$ cat src/rtl/wresp_chan_slv.sv
// Target-side write response channel: queues write-completion events and
// replays them on the bvalid/bready response channel in completion order.
module wresp_chan_slv #(
    parameter int DEPTH    = 4,
    parameter int RESP_DLY = 0
) (
    input  logic       clk,
    input  logic       rst_n,
    input  logic       wdone,
    input  logic [3:0] wdone_id,
    input  logic       wdone_ok,
    output logic       bvalid,
    input  logic       bready,
    output logic [3:0] bid,
    output logic       bcomp,
    output logic       q_full,
    output logic       ovf_err
);

    localparam int AW = $clog2(DEPTH);
    localparam int CW = AW + 1;
    localparam logic [CW-1:0] DEPTH_C = CW'(DEPTH);
    localparam logic [CW-1:0] ONE_C   = CW'(1);
    localparam logic [3:0]    DLY_C   = 4'(RESP_DLY);

    typedef enum logic [1:0] {
        RIDLE  = 2'b00,
        RDLY   = 2'b01,
        RVALID = 2'b10
    } state_e;

    typedef struct packed {
        logic [3:0] id;
        logic       ok;
    } entry_t;

    entry_t        mem_q [DEPTH];
    entry_t        head, next_head, wr_entry;
    logic [AW-1:0] wr_ptr_q, wr_ptr_d, rd_ptr_q, rd_ptr_d, rd_nxt;
    logic [CW-1:0] count_q, count_d;
    logic          q_full_q, q_full_d, ovf_err_q, ovf_err_d;
    logic          bvalid_q, bvalid_d, bcomp_q, bcomp_d;
    logic [3:0]    bid_q, bid_d, dly_cnt_q, dly_cnt_d;
    state_e        state_q, state_d;
    logic          push, pop;

    assign bvalid  = bvalid_q;
    assign bid     = bid_q;
    assign bcomp   = bcomp_q;
    assign q_full  = q_full_q;
    assign ovf_err = ovf_err_q;

    assign wr_entry = '{id: wdone_id, ok: wdone_ok};

    // NOTE: storage array is deliberately not reset; the pointers and count
    // define which entries are valid, so clearing the data buys nothing.
    always_ff @(posedge clk) begin
        if (push) begin
            mem_q[wr_ptr_q] <= wr_entry;
        end
    end

    // NOTE: every signal assigned here gets a default first so no latch is inferred.
    always_comb begin
        pop       = bvalid_q & bready;
        push      = wdone & ((count_q != DEPTH_C) | pop);
        rd_nxt    = rd_ptr_q + AW'(1);
        head      = mem_q[rd_ptr_q];
        next_head = mem_q[rd_nxt];

        wr_ptr_d  = push ? wr_ptr_q + AW'(1) : wr_ptr_q;
        rd_ptr_d  = pop ? rd_nxt : rd_ptr_q;
        count_d   = count_q;
        case ({push, pop})
            2'b10:   count_d = count_q + ONE_C;
            2'b01:   count_d = count_q - ONE_C;
            default: count_d = count_q;
        endcase
        q_full_d  = (count_d == DEPTH_C);
        ovf_err_d = ovf_err_q | (wdone & ~push);

        state_d   = state_q;
        bvalid_d  = bvalid_q;
        bid_d     = bid_q;
        bcomp_d   = bcomp_q;
        dly_cnt_d = dly_cnt_q;

        case (state_q)
            RIDLE: begin
                if (count_q != '0) begin
                    if (DLY_C == 4'd0) begin
                        state_d  = RVALID;
                        bvalid_d = 1'b1;
                        bid_d    = head.id;
                        bcomp_d  = head.ok;
                    end else begin
                        state_d   = RDLY;
                        dly_cnt_d = DLY_C;
                    end
                end
            end
            RDLY: begin
                dly_cnt_d = dly_cnt_q - 4'd1;
                if (dly_cnt_q == 4'd1) begin
                    state_d  = RVALID;
                    bvalid_d = 1'b1;
                    bid_d    = head.id;
                    bcomp_d  = head.ok;
                end
            end
            RVALID: begin
                if (bready) begin
                    // Head is being popped; "more pending" means beyond the head.
                    if (count_q > ONE_C) begin
                        if (DLY_C == 4'd0) begin
                            bid_d   = next_head.id;
                            bcomp_d = next_head.ok;
                        end else begin
                            state_d   = RDLY;
                            bvalid_d  = 1'b0;
                            dly_cnt_d = DLY_C;
                        end
                    end else begin
                        state_d  = RIDLE;
                        bvalid_d = 1'b0;
                    end
                end
            end
            default: begin
                state_d  = RIDLE;
                bvalid_d = 1'b0;
            end
        endcase
    end

    // NOTE: sequential state uses non-blocking assignments only.
    always_ff @(posedge clk or negedge rst_n) begin
        if (!rst_n) begin
            state_q   <= RIDLE;
            wr_ptr_q  <= '0;
            rd_ptr_q  <= '0;
            count_q   <= '0;
            q_full_q  <= 1'b0;
            ovf_err_q <= 1'b0;
            bvalid_q  <= 1'b0;
            bid_q     <= 4'd0;
            bcomp_q   <= 1'b0;
            dly_cnt_q <= 4'd0;
        end else begin
            state_q   <= state_d;
            wr_ptr_q  <= wr_ptr_d;
            rd_ptr_q  <= rd_ptr_d;
            count_q   <= count_d;
            q_full_q  <= q_full_d;
            ovf_err_q <= ovf_err_d;
            bvalid_q  <= bvalid_d;
            bid_q     <= bid_d;
            bcomp_q   <= bcomp_d;
            dly_cnt_q <= dly_cnt_d;
        end
    end

endmodule

$ cat config.mk
export PLATFORM = sky130hd
export DESIGN_NAME = wresp_chan_slv
export DESIGN_NICKNAME = d
export VERILOG_FILES = /design/src/rtl/wresp_chan_slv.sv
export SDC_FILE = /design/constraint.sdc
export NUM_CORES = 1
export LEC_CHECK = 0
export BUFFER_PORTS_ARGS = -buffer_cell sky130_fd_sc_hd__buf_2
export CORE_MARGIN = 2
export CORE_UTILIZATION = 52
export CTS_CLUSTER_SIZE = 24
export DETAILED_ROUTE_END_ITERATION = 12
export GPL_ROUTABILITY_DRIVEN = 0
export PLACE_DENSITY_LB_ADDON = 0.1
export SYNTH_ARGS = -nofsm -noshare
export SYNTH_HDL_FRONTEND = slang
export SYNTH_SLANG_ARGS = --single-unit
$ cat constraint.sdc
create_clock -name clk -period 2.38 [get_ports clk]
set_clock_uncertainty 0.15 [all_clocks]
set_input_delay 0.119 -clock clk [delete_from_list [all_inputs] [get_ports clk]]
set_output_delay 0.119 -clock clk [all_outputs]
set_load 0.02 [all_outputs]
---- After elaboration in Yosys (flattened, before gate mapping) ----
Memory sizes are Yosys's and may differ from the RTL's.
Cells that the tools add are included.
operators by class
  add/sub/neg operators ................... 5
  $lt $le $gt $ge ......................... 1
  equal/unequal tests ..................... 12
  mux-type cells .......................... 23
  bitwise logic cells ..................... 6
  reduce and logical (&&, ||, !) cells .... 5
operators with widths
  kind                                                                             number
  4-bit two-way mux                                                                4
  4-bit one-hot mux with 3 select lines                                            1
  1-bit two-way mux                                                                10
  2-bit inequality test, second input constant                                     5
  2-bit two-way mux                                                                4
  1-bit one-hot mux with 3 select lines                                            2
  2-bit one-hot mux with 3 select lines                                            1
  3-bit one-hot mux with 2 select lines                                            1
  3-bit nonzero test                                                               2
  5-bit AND reduction                                                              1
  2-bit by 1-bit adder with 2-bit output, second input constant                    2
  2-bit by 1-bit == test with 1-bit output, second input constant                  2
  2-bit == test, second input constant                                             2
  4-bit by 1-bit == test with 1-bit output, second input constant                  1
  4-bit AND reduction                                                              1
  4-bit by 1-bit subtractor with 4-bit output, second input constant               1
  3-bit by 1-bit adder with 3-bit output, second input constant                    1
  1-bit bitwise AND                                                                3
  3-bit == test, second input constant                                             1
  3-bit by 1-bit greater-than comparator with 1-bit output, second input constant  1
  3-bit inequality test, second input constant                                     1
  3-bit by 1-bit subtractor with 3-bit output, second input constant               1
  2-bit zero test                                                                  1
  1-bit OR                                                                         2
  1-bit NOT                                                                        1
storage, ports and cells
  register bits ........................... 21
  bits in writable memories ............... 20
  bits of input ports ..................... 9
  output and inout bits ................... 8
  word-level logic and storage cells ...... 63
  memories ................................ 1
memories
  name   depth  width  rd ports  clocked after memory_dff  write ports  line  source
  mem_q  4      5      2         0                         1            37    entry_t mem_q [DEPTH];

---- Logic depth before layout (Yosys ltp) ----
  word-level depth ........................ 6
  depth in mapped cells ................... 11
  gate-level depth less buffers ........... 10

---- Least setup slack after synthesis ----
OpenSTA, ideal clock, no wires.
  kind .................................... register -> register
  start ................................... register bvalid_q, in the netlist bvalid
  end ..................................... register q_full_q, in the netlist q_full
  setup time .............................. 127 ps
  data arrival time ....................... 2029 ps
  slack ................................... 74 ps
  stages on the path, launching flop included .. 11
  cell sequence ........................... dfrtp_1 -> clkbuf_2 -> nand2_2 -> nand3_1 -> and2_1 -> clkbuf_1 -> inv_1 -> ha_1 -> o31ai_1 -> o31ai_1 -> nor3b_1
on the way
  cells in the longest elaborated chain, start to end .. 6
  elaborated cells on any way between the ends .. 7
ends and longest elaborated chain
  what                                                                       line  source
  start: declaration                                                         42    logic bvalid_q, bvalid_d, bcomp_q, bcomp_d;
  start signal: assignment                                                   156   bvalid_q <= bvalid_d;
  1-bit bitwise AND *                                                        65    pop = bvalid_q & bready;
  1-bit OR *                                                                 66    push = wdone & ((count_q != DEPTH_C) | pop);
  1-bit bitwise AND *                                                        66
  named net push                                                             45    logic push, pop;
  2-bit by 1-bit == test with 1-bit output or 2-bit == test (tied branches)  74    case ({push, pop})
  3-bit one-hot mux with 2 select lines *                                    74
  named net count_d[2]                                                       40    logic [CW-1:0] count_q, count_d;
  3-bit == test *                                                            79    q_full_d = (count_d == DEPTH_C);
  named net q_full_d                                                         41    logic q_full_q, q_full_d, ovf_err_q, ovf_err_d;
  end signal: assignment                                                     154   q_full_q <= q_full_d;
  end: declaration                                                           41
The timed path passes the listed nets; every way through them passes the cells marked *.
A chain may end at the register's enable or synchronous reset.

---- Worst setup path after layout ----
  start ................................... register count_q[0]
  end ..................................... register q_full_q, in the netlist q_full
on the way
  cells in the longest elaborated chain, start to end .. 6
  elaborated cells on any way between the ends .. 9
ends and longest elaborated chain
  what                                                                       line  source
  start: declaration                                                         40
  start signal: assignment                                                   153   count_q <= count_d;
  3-bit inequality test                                                      66
  1-bit OR                                                                   66
  1-bit bitwise AND                                                          66
  2-bit by 1-bit == test with 1-bit output or 2-bit == test (tied branches)  74
  3-bit one-hot mux with 2 select lines *                                    74
  named net count_d[2]                                                       40
  3-bit == test *                                                            79
  named net q_full_d                                                         41
Marks and branches as above.

==> metrics.md <==
| Metric | Value |
|---|---|
| Core Box Area | `around 3300 um2` |
| Die H | `a little over 60 um` |
| Via Count | `1032` |
| DR DRC count | `0` |
| GR Util All Layers | `0.1709` |
| Yosys cell types | `29` |
| Static leakage | `0.8766 nW` |
| Max_slew headroom | `0.7169` |
| Worst min-delay path class | `input pin to asynchronous set/reset pin` |
| Post-synth EDFFs | `20` |
| Final antenna-violating net count | `0` |
| Syn. warnings | `0` |
| # H-tree levels | `2` |
| ANT cells | `0` |
| Detailed Routing Iterations Pass 1 | `4` |
| Die W | `61.85 um` |
| Critical path class | `flip-flop to flip-flop` |
| Vias per cell | `5.292` |
| Final Core Density | `0.6210` |
| Max-slew violations | `0` |
| Iter 0 DRT Violations | `46` |
| Gate count of the mapped netlist | `118` |
| Setup violators final | `0` |
| Synth cell count leaders | `edfxtp_1, nand2_1, dfrtp_1` |
| VDD IR max | `0.4838 mV` |
| First-pass GRT wire length | `~4.5 mm` |
| GR Overflow Total | `0` |
| Yosys top cell area share | `0.3451` |
| Syn_area_per_cell | `14.75 um2` |
| Vias in the first global route | `970` |
| Worst Tran Pin Value | `about 0.42 ns` |
| Met3 wire length | `86 um` |
| Post-synthesis sequential area ratio | `0.5607` |
| Setup Fix Bufs, Post-CTS | `0` |
| Largest buffer count on any clock path | `2` |
| Worst path slowest cell | `dfrtp_1` |
| Mapped Nets | `137` |
| Max Clk Rate | `about 0.45 GHz` |
| Minimum clock period after layout | `2.238 ns` |
| Clk Latency, worst-skew pair | `0.33 ns` |
| Register area | `975.9 um2` |
| Largest net degree at the start of global routing | `16` |
| Crit path arrival time | `2.31 ns` |
| Final Hold Viols | `0` |
| Crit path capture type | `flip-flop` |
| Final layout net count | `roughly 170` |
| Total power | `between 2 and 2.5 mW` |
| Clock-pin slew on the worst setup and hold paths | `around 0.11 ns` |
| Max Used Layer | `met4` |
| Power per cell area | `1168 nW/um2` |
| Mapped Area | `1740 um2` |
| CTS tree | `built` |
| Async set-reset flop share out of synthesis | `0.4286` |
| WP buf/inv | `2` |
| Num rows | `21` |
| WP data required | `2.45 ns` |
| Slowest Stage Delay on Critical Path | `roughly 0.44 ns` |
| R2R Setup Slk | `0.14 ns` |
| CTS sink cnt | `35` |
| TritonCTS buffer count | `5` |
| Synth area leader | `edfxtp_1` |
| Synth Flop Type | `edfxtp_1` |
| Fill cell count | `277` |
| Initial antenna violation count | `0` |
| WL met1 | `1.307 mm` |
| Hpwl dp | `2.020 mm` |
| R2r endpoint | `q_full` |
| Total routed wirelength | `2.878 mm` |
| Routed wire length per instance | `14.76 um` |
| CP Launch Type | `flip-flop` |
| Max-cap violations | `0` |
| Period utilisation layout | `0.9405` |
| Most frequent cell after synthesis | `edfxtp_1` |
| DIE AREA | `around 3800 um2` |
| Multi-input logic area | `730.7 um2` |
| Crit path from | `count_q[0]` |
| Root buf cell | `clkbuf_4` |
| Met2 wire len | `between 1 and 1.5 mm` |
| Synth area leaders | `edfxtp_1, dfrtp_1, mux4_1` |
| R2R depth | `9` |
| Critical path's top delay family | `adder cells` |
| Initial core utilization | `0.5299` |
| R2R Path Start | `count_q[0]` |
| WP depth | `9` |
| Crit path max fanout | `6` |
| Share of layout cells above drive strength 1 | `0.2685` |
| Crit-path cells | `inv_1 -> ha_2 -> nand3_2 -> and2_4 -> inv_1 -> ha_2 -> o31ai_2 -> o31ai_1 -> nor3b_1` |
| Buffers on Ports | `16` |
| Io pins | `17` |
| Status | `finished clean` |
| Post-synthesis register bit count | `35` |
| Area grow syn2layout | `17.18%` |
## area by class of cell
type                            count  area share
Clock buffer                        6     0.02025
Clock inverter                      2    0.006135
Inverter                            7     0.01288
Multi-Input combinational cell     72      0.3583
Sequential cell                    35      0.4785
Tap cell                           46     0.02822
Timing Repair Buffer               27     0.09571
## worst register-to-register path: cells and delay by family (launching register included)
family,cells,cell delay (ns)
compound gates,2,0.37
fa+ha+maj,2,0.53
buf+inv,2,0.18
flops,1,0.44
simple gates,3,0.47
## sequential cells by signal (all words and copies together) (netlist names)
name,cells
bcomp,1
bid,4
bvalid,1
count_q,3
mem_q,20
ovf_err,1
q_full,1
rd_ptr_q,2
wr_ptr_q,2
## power breakdown
part / total (mW) / switching (mW) / internal [mW]
combinational: 1.09 / 0.528 / 0.563
clock: 0.310 / 0.196 / 0.114
sequential: 0.981 / 0.140 / 0.842
## through the flow
stage	hold slack [ns]	std cells	setup TNS [ns]	setup WS (ns)	instance area, um2
6_report	0.05746	195	0	0.1417	2039
5_1_grt	0.07221	195	-0.02833	-0.02833	2039
4_1_cts	0.05203	195	0	0.05238	2024
3_5_place_dp	-0.1094	179	0	0.02333	1888
3_3_place_gp	-0.1145	179	0	0.1241	1888
2_1_floorplan	-0.3266	118	0	0.07423	1740
## logic make-up (layout without fill, tap and decap cells)
| group | count (synthesis) | in the layout | share of synthesized area |
|---|---|---|---|
| AO/OA/AOI/OAI | 10 | 10 | 0.03953 |
| AND/OR/NAND/NOR | 32 | 32 | 0.08555 |
| multiplexers | 17 | 17 | 0.1977 |
| buffers and inverters | 11 | 42 | 0.02947 |
| adder cells (fa/ha/maj) | 10 | 10 | 0.07189 |
| flip-flops | 35 | 35 | 0.5607 |
| XOR/XNOR | 3 | 3 | 0.01510 |
## timing repair
action                                  CTS  global route
endpoints found under the setup margin    1             2
endpoints found under the hold margin    38             0
hold buffers                              8             0
gates resized for setup                   1             4
## worst max path at each step
stage                   to  slack, ns
floorplan           q_full       0.07
global placement    q_full       0.12
detailed placement  q_full       0.02
CTS                 q_full       0.05
global route        q_full      -0.03
finish              q_full       0.14
## cells in the final DEF, fill, tap and decap left out, drive strengths merged
cell type,synthesis,routed
nand3,1,1
buf,2,19
a41o,1,1
dlygate4sd3,0,8
a22oi,2,2
xnor2,3,3
mux2i,1,1
ha,10,10
nor2b,3,3
mux4,10,10
nand2,20,20
edfxtp,20,20
o31a,1,1
nor3b,1,1
and2,1,1
inv,7,7
mux2,6,6
o31ai,2,2
clkbuf,2,6
nor3,1,1
o21ai,3,3
dfrtp,15,15
clkinvlp,0,1
a21oi,1,1
nor2,1,1
clkinv,0,1
and3,4,4
## routing by layer
| layer | up-vias | global-route usage |
|---|---|---|
| li1 | 497 | - |
| met1 | 513 | 0.2181 |
| met2 | 20 | 0.2782 |
| met3 | 2 | 0.05590 |
| met4 | 0 | 0.05471 |
| met5 | - | 0 |
Power figures use the tool's default switching activity.
